## src/rtl/perf_window_ctrl_if.sv

```systemverilog
// rtl/perf_window_ctrl_if.sv - report beat stream between perf_window_ctrl and its consumer
interface perf_window_ctrl_if #(
  parameter int NUM_CH = 4,
  parameter int CNT_W  = 8
);
  localparam int CH_W = $clog2(NUM_CH);

  logic             rpt_valid;
  logic             rpt_ready;
  logic [CH_W-1:0]  rpt_ch;
  logic [CNT_W-1:0] rpt_count;
  logic             rpt_sat;

  modport master (output rpt_valid, rpt_ch, rpt_count, rpt_sat, input rpt_ready);
  modport slave  (input rpt_valid, rpt_ch, rpt_count, rpt_sat, output rpt_ready);
endinterface

```

## src/rtl/perf_window_ctrl.sv

```systemverilog
// rtl/perf_window_ctrl.sv - windowed per-channel handshake counter with serial report
// Optional: PERF_WINDOW_AUTO_RESTART_EN rearms the window after the last report beat.
module perf_window_ctrl #(
  parameter int NUM_CH = 4,
  parameter int CNT_W  = 8,
  parameter int WIN_W  = 12
) (
  input  logic                 clk,
  input  logic                 reset,
  input  logic                 start,
  input  logic                 stop,
  input  logic [WIN_W-1:0]     window_len,
  input  logic [NUM_CH-1:0]    ev_valid,
  input  logic [NUM_CH-1:0]    ev_ready,
  output logic                 busy,
  perf_window_ctrl_if.master   rpt
);
  localparam int CH_W = $clog2(NUM_CH);
  localparam logic [CNT_W-1:0] CNT_MAX = '1;
  localparam logic [CH_W-1:0]  LAST_CH = CH_W'(NUM_CH - 1);

  typedef enum logic [1:0] {IDLE, RUN, REPORT} state_t;

  state_t             state_q, state_d;
  logic [WIN_W-1:0]   remain_q;
  logic [CNT_W-1:0]   cnt_q [NUM_CH];
  logic [NUM_CH-1:0]  sat_q;
  logic [CH_W-1:0]    beat_q;
  logic               busy_q, busy_d;
  logic               rpt_valid_q, rpt_valid_d;
  logic               beat_acc, last_acc, window_done, restart, load_window;
  logic [WIN_W-1:0]   start_len, reload_len;

  // A zero-length window still gets one RUN cycle.
  assign start_len   = (window_len == '0) ? WIN_W'(1) : window_len;
  assign beat_acc    = (state_q == REPORT) && rpt.rpt_ready;
  assign last_acc    = beat_acc && (beat_q == LAST_CH);
  assign window_done = (state_q == RUN) && (stop || (remain_q == WIN_W'(1)));

`ifdef PERF_WINDOW_AUTO_RESTART_EN
  logic [WIN_W-1:0] len_q;
  logic             cancel_q;

  assign restart    = last_acc && !(cancel_q || stop);
  assign reload_len = restart ? len_q : start_len;

  always_ff @(posedge clk) begin
    if (reset) begin
      len_q    <= '0;
      cancel_q <= 1'b0;
    end else begin
      if ((state_q == IDLE) && start)
        len_q <= start_len;
      if (last_acc)
        cancel_q <= 1'b0;
      else if ((state_q == REPORT) && stop)
        cancel_q <= 1'b1;
    end
  end
`else
  assign restart    = 1'b0;
  assign reload_len = start_len;
`endif

  assign load_window = ((state_q == IDLE) && start) || restart;

  always_ff @(posedge clk) begin
    if (reset)
      state_q <= IDLE;
    else
      state_q <= state_d;
  end

  always_comb begin
    state_d = state_q;
    case (state_q)
      IDLE:    if (start) state_d = RUN;
      RUN:     if (window_done) state_d = REPORT;
      REPORT:  if (last_acc) state_d = restart ? RUN : IDLE;
      default: state_d = IDLE;
    endcase
  end

  always_comb begin
    busy_d      = (state_d != IDLE);
    rpt_valid_d = (state_d == REPORT);
  end

  always_ff @(posedge clk) begin
    if (reset) begin
      busy_q      <= 1'b0;
      rpt_valid_q <= 1'b0;
      remain_q    <= '0;
      sat_q       <= '0;
      beat_q      <= '0;
      for (int i = 0; i < NUM_CH; i++) cnt_q[i] <= '0;
    end else begin
      busy_q      <= busy_d;
      rpt_valid_q <= rpt_valid_d;
      if (load_window) begin
        remain_q <= reload_len;
        sat_q    <= '0;
        for (int i = 0; i < NUM_CH; i++) cnt_q[i] <= '0;
      end else if (state_q == RUN) begin
        remain_q <= remain_q - WIN_W'(1);
        for (int i = 0; i < NUM_CH; i++) begin
          if (ev_valid[i] && ev_ready[i]) begin
            if (cnt_q[i] == CNT_MAX) sat_q[i] <= 1'b1;
            else                     cnt_q[i] <= cnt_q[i] + CNT_W'(1);
          end
        end
      end
      if (beat_acc)
        beat_q <= last_acc ? '0 : beat_q + CH_W'(1);
    end
  end

  assign busy          = busy_q;
  assign rpt.rpt_valid = rpt_valid_q;
  assign rpt.rpt_ch    = beat_q;
  assign rpt.rpt_count = cnt_q[beat_q];
  assign rpt.rpt_sat   = sat_q[beat_q];
endmodule
```

## src/flat_wrapper.sv

```systemverilog
// flat-port wrapper written by rule: the top's interface ports become plain ports
module perf_window_ctrl_flat 
#(
  parameter int NUM_CH = 4,
  parameter int CNT_W  = 8,
  parameter int WIN_W  = 12
)
  (clk, reset, start, stop, window_len, ev_valid, ev_ready, busy, rpt_rpt_valid, rpt_rpt_ch, rpt_rpt_count, rpt_rpt_sat, rpt_rpt_ready);
  perf_window_ctrl_if #(.NUM_CH(NUM_CH), .CNT_W(CNT_W)) rpt_i ();
  input  logic clk;
  input  logic reset;
  input  logic start;
  input  logic stop;
  input  logic [WIN_W-1:0] window_len;
  input  logic [NUM_CH-1:0] ev_valid;
  input  logic [NUM_CH-1:0] ev_ready;
  output logic busy;
  output wire logic [$bits(rpt_i.rpt_valid)-1:0] rpt_rpt_valid;
  output wire logic [$bits(rpt_i.rpt_ch)-1:0] rpt_rpt_ch;
  output wire logic [$bits(rpt_i.rpt_count)-1:0] rpt_rpt_count;
  output wire logic [$bits(rpt_i.rpt_sat)-1:0] rpt_rpt_sat;
  input wire logic [$bits(rpt_i.rpt_ready)-1:0] rpt_rpt_ready;
  assign rpt_rpt_valid = rpt_i.rpt_valid;
  assign rpt_rpt_ch = rpt_i.rpt_ch;
  assign rpt_rpt_count = rpt_i.rpt_count;
  assign rpt_rpt_sat = rpt_i.rpt_sat;
  assign rpt_i.rpt_ready = rpt_rpt_ready;
  perf_window_ctrl #(.NUM_CH(NUM_CH), .CNT_W(CNT_W), .WIN_W(WIN_W)) u_core (.clk(clk), .reset(reset), .start(start), .stop(stop), .window_len(window_len), .ev_valid(ev_valid), .ev_ready(ev_ready), .busy(busy), .rpt(rpt_i));
endmodule
```

## config.mk

```make
export PLATFORM = sky130hd
export DESIGN_NAME = perf_window_ctrl_flat
export DESIGN_NICKNAME = d
export VERILOG_FILES = /design/src/rtl/perf_window_ctrl_if.sv /design/src/rtl/perf_window_ctrl.sv /design/src/flat_wrapper.sv
export SDC_FILE = /design/constraint.sdc
export NUM_CORES = 1
export LEC_CHECK = 0
export CORE_MARGIN = 2
export CORE_UTILIZATION = 37
export CTS_CLUSTER_SIZE = 16
export DETAILED_ROUTE_END_ITERATION = 12
export HOLD_SLACK_MARGIN = 0.06
export MAX_ROUTING_LAYER = met4
export SLEW_MARGIN = 20
export SYNTH_ARGS = -nofsm -noshare
export SYNTH_HDL_FRONTEND = slang
export SYNTH_SLANG_ARGS = --single-unit
```

## constraint.sdc

```tcl
create_clock -name clk -period 3.8 [get_ports clk]
set_input_delay 0.95 -clock clk [delete_from_list [all_inputs] [get_ports clk]]
set_output_delay 0.95 -clock clk [all_outputs]
set_load 0.02 [all_outputs]
```

=== After elaboration in Yosys (flattened, before gate mapping) ===
Memories as Yosys holds them, arrays and structs flattened. A register that Yosys moved wholly into a read port is not among the register bits.
Index checks and enable logic that the tools add are counted.

* Add/subtract/negate cells: 6
* $mul: 0
* Div/mod/pow operators: 0
* Magnitude comparators: 1
* Eq/ne operators: 9
* Shift operators: 0
* Multiplexer cells: 49
* Bitwise logic cells: 8
* Reductions and logical operators: 18

{| class="wikitable"
|+ Operators by type and width
! kind !! number
|-
| two-way mux 8 bit || 8
|-
| two-way mux 12 bit || 3
|-
| adder 8 x 1 -> 8 bit (second input constant) || 4
|-
| equality test 8 bit (second input constant) || 4
|-
| two-way mux 1 bit || 30
|-
| equality test 12 x 1 -> 1 bit (second input constant) || 1
|-
| zero test 12 bit || 1
|-
| two-way mux 2 bit || 6
|-
| AND reduction 3 bit || 4
|-
| subtractor 12 x 1 -> 12 bit (second input constant) || 1
|-
| logical AND 1 bit || 8
|-
| bitwise OR 1 bit || 8
|-
| equality test 2 bit (second input constant) || 3
|-
| one-hot mux 2 bit (3 select lines) || 1
|-
| nonzero test 2 bit || 2
|-
| less-than comparator 2 x 3 -> 1 bit (second input constant) || 1
|-
| adder 2 x 1 -> 2 bit (second input constant) || 1
|-
| binary-select mux 1 bit (select 2 bit) || 1
|-
| equality test 2 x 1 -> 1 bit (second input constant) || 1
|-
| zero test 2 bit || 1
|-
| OR reduction 2 bit || 1
|-
| logical OR 1 bit || 1
|}

* Bits in registers: 22
* Bits in latches: 0
* Bits in writable memories: 32
* Bits in read-only memories: 0
* Input port bits: 25
* Output and inout bits: 13
* Word-level logic and storage cells: 101
* Memories: 1

{| class="wikitable"
|+ Memories
! name !! depth !! width !! read ports !! clocked after memory_dff !! write ports !! RTL line !! RTL
|-
| u_core.cnt_q || 4 || 8 || 5 || 1 || 4 || perf_window_ctrl.sv:26 || <nowiki>logic [CNT_W-1:0] cnt_q [NUM_CH];</nowiki>
|}

=== Logic depth before layout (Yosys ltp) ===
An unclocked memory read counts as a cell.

* Depth after elaboration: 9
* Mapped depth: 6
* Depth with buffers taken out: 6

=== Worst setup path before layout ===
Ideal clock, no wire load.

* Path kind: input-to-reg
* From: input port reset
* To: memory u_core.cnt_q[0][0], enable pin
* Library setup time: 0.329 ns
* Data arrival time: 1.997 ns
* Data required time: 3.471 ns
* Path slack: 1.475 ns
* Stages: 5
* Path buffers: 1
* Cells stage by stage: nor3b_1 nand3_1 or2_2 clkbuf_1 nand2_1

{| class="wikitable"
|+ RTL lines
! item !! RTL line !! RTL
|-
| start: declaration || flat_wrapper.sv:11 || <nowiki>input logic reset;</nowiki>
|-
| end: declaration || perf_window_ctrl.sv:26 ||
|}

==> impl_metrics.ini <==
[outcome]
status = finished clean

[detailed_routing]
routedWlPerCell_um = 15.9
via_per_inst = 5.53
vias = 2452
firstDrtPassIters = 4
drc = 0
drt_iter0_drc = 135
routed_wl_um = 7060
ant_nets = 0

[logic_synthesis]
synth_xor_area_frac = 0.0582
synth-edff-count = 24
synth_fp_nets = 339
synth_top_family_by_area = simple AND/OR/NAND/NOR gates
synth_cell_types = 51
yosys.area_share.adder = 0.0291
syn_area_um2 = 3010
synth_seq_area_share = 0.452
synth_area_leaders = edfxtp_1 (24%), dfxtp_1 (21%), mux4_2 (6.7%)
syn-instance-count = 307
synth-main-ff-cell = dfxtp_1
async_flop_share = 0
synth_warnings = 0
yosysTopAreaCell = edfxtp_1
avgSynthCellArea_um2 = 9.80
synth_compound_area_frac = 0.111
yosys.area_share.simple = 0.247
netlist.area_leader.share = 0.240
synth.area.mux_share = 0.0740
synth-seq-cells = 56

[place]
io_buffers = 37
gp_congestion = 0.908
dpl.hpwl_um = 5240
dp_slack_ns = 0.745

[timing]
fmax_ghz = 0.332
worstMarginPinSlew_ns = 0.779
setup_ws_ns = 0.792
fin_crit_sh = 0.791
relSlewSlack = 0.479
grt_setup_unrepaired = false
setup_tns_ns = 0
clock_skew_ns = 0.0135
timing.hold.ws_ns = 0.479
final-max-slew-violation-count = 0
finalHoldViolations = 0
period_needed_ns = 3.01
finalSetupViolCount = 0

[power]
ir_drop_v = 0.000161
p_leak_nw = 1.18
power_density_nw_per_um2 = 398

[grt]
grt_start_max_net_pins = 26
overflow = 0
grt_pass1_wl_um = 12000
grt_pass1_vias = 2360
antenna_found_initial = 0
grt_use_total = 0.179

[setup_path]
crit_path_max_incr_delay_ns = 0.61
worstPathRequired_ns = 2.85
crit_path_start_kind = flop
slowest_stage = dfxtp_1
cp-end-kind = output pin
cp_max_fo = 8
crit_chain = mux4_2 > clkdlybuf4s50_1
worst-path-buf-inv = 1
cpLargestDelayFamily = flip-flops
criticalPathCategory = flop to output pin
critical_path_arrival_ns = 2.06

[cells_and_area]
fill_cells = 764
n_antenna_cell = 0
final_nets = 372
area_growth_pct = 18.9
fin_util = 0.458
drive_gt1_frac = 0.0762

[clocking]
cts_root_buf = clkbuf_8
clock_latency_ns = 0.32
cts_num_sinks = 56
cts_buffer_depth = 2
hold_buffers = 0
clk_pin_slew_ns = 0.10
h-tree-depth = 2
cts_resized = 0
cts_buffers = 5
cts_tree = yes
cts_setup_buffers = 0

[floorplan]
num_rows = 32
coreArea_um2 = 7810
die_height_um = 94.2
die_x_um = 94.2
dieArea_um2 = 8870
initial_utilization = 0.385
io_pins = 38

[run]
drv_cap = 0

[hold_path]
min_path_type = flop to flop
metal layers:
layer / up-vias / GRT usage / wire [um]
li1: 1225 / - / -
met4: 0 / 0.0568 / 111
met5: - / - / 0
met1: 1151 / 0.255 / 3520
met3: 8 / 0.0353 / 344
met2: 68 / 0.257 / 3080
power by group:
group / switching (W) / total, W / internal (W) / leakage, nW
Sequential: 0.0000715 / 0.000751 / 0.000680 / 0.523
Clock: 0.000195 / 0.000391 / 0.000196 / 0.0552
Combinational: 0.000143 / 0.000280 / 0.000137 / 0.603
cell families (layout without fill, tap and decap cells):
group                      count (synthesis)  after routing
xor gates and xnor gates                  20             20
buffers and inverters                     21             55
DFF                                       56             56
adders and majority gates                  7              7
AOI/OAI and AO/OA                         52             52
muxes                                     11             11
and+or+nand+nor                          140            140
cells in the mapped netlist, drive strengths merged, types with 2 or more instances:
cell type and instances:
nand3 16, or4 4, nand4 5, inv 8, or2 3, nor4 9
nor3 13, xnor2 10, and4 5, and2 2, nor2b 3, o22ai 6
mux2i 2, clkbuf 10, nand2b 4, o21ai 10, nand2 16, nor2 43
a31oi 3, and3 2, buf 3, a311oi 2, xor2 10, a21oi 13
dfxtp 32, edfxtp 24, nand4b 2, ha 7, or3 5, nor3b 3
a211oi 6, mux4 9, o21bai 2
metrics by stage:
| step | power, W | std cells | cell area [um2] |
|---|---|---|---|
| 6_report | 0.00142 | 443 | 3580 |
| 5_1_grt | 0.00149 | 443 | 3580 |
| 4_1_cts | 0.00143 | 443 | 3580 |
| 3_5_place_dp | 0.00104 | 435 | 3470 |
| 3_3_place_gp | 0.00104 | 435 | 3470 |
| 2_1_floorplan | 0.000933 | 307 | 3010 |
worst reg2reg max path: stages (launching register included):
cell     delay (ns)
dfxtp_1        0.56
nor3b_1        0.57
nand3_1        0.18
or2_2          0.38
nand2_1        0.28
state kept, by name, summed over array words and instances (netlist names), named ones only:
signal and count:
u_core.cnt_q 32, u_core.state_q 2, u_core.busy 1, u_core.sat_q 4, u_core.rpt.rpt_ch 2, u_core.rpt.rpt_valid 1, u_core.remain_q 12
worst paths after layout:
kind | from | end | slack, ns | cells after the start
max reg2reg | u_core.state_q[0]$_SDFF_PP0_ | u_core.cnt_q[0][2]$_SDFFCE_PN0P_ | 1.51 | 4
min reg2reg | u_core.sat_q[3]$_SDFFE_PP0P_ | u_core.sat_q[3]$_SDFFE_PP0P_ | 0.48 | 2
max | flop | rpt_rpt_count[4] | 0.79 | 2
min | u_core.sat_q[3]$_SDFFE_PP0P_ | u_core.sat_q[3]$_SDFFE_PP0P_ | 0.48 | 2
cells in the final DEF, fill, tap and decap left out, drive strengths merged, types with 13 or more instances in the layout:
cell type and instances:
nor2 43, nand3 16, nor3 13, dfxtp 32, a21oi 13, nand2 16
clkdlybuf4s50 37, edfxtp 24
layout make-up:
type / count / area, um2 / area share
Clock buffer: 6 / 72.6 / 0.0203
Clock inverter: 2 / 35.0 / 0.00979
Inverter: 8 / 30.0 / 0.00839
Multi-Input combinational cell: 230 / 1570 / 0.438
Sequential cell: 56 / 1360 / 0.381
Tap cell: 102 / 128 / 0.0357
Timing Repair Buffer: 39 / 385 / 0.108
No activity file was read; power rests on OpenSTA's default activity.
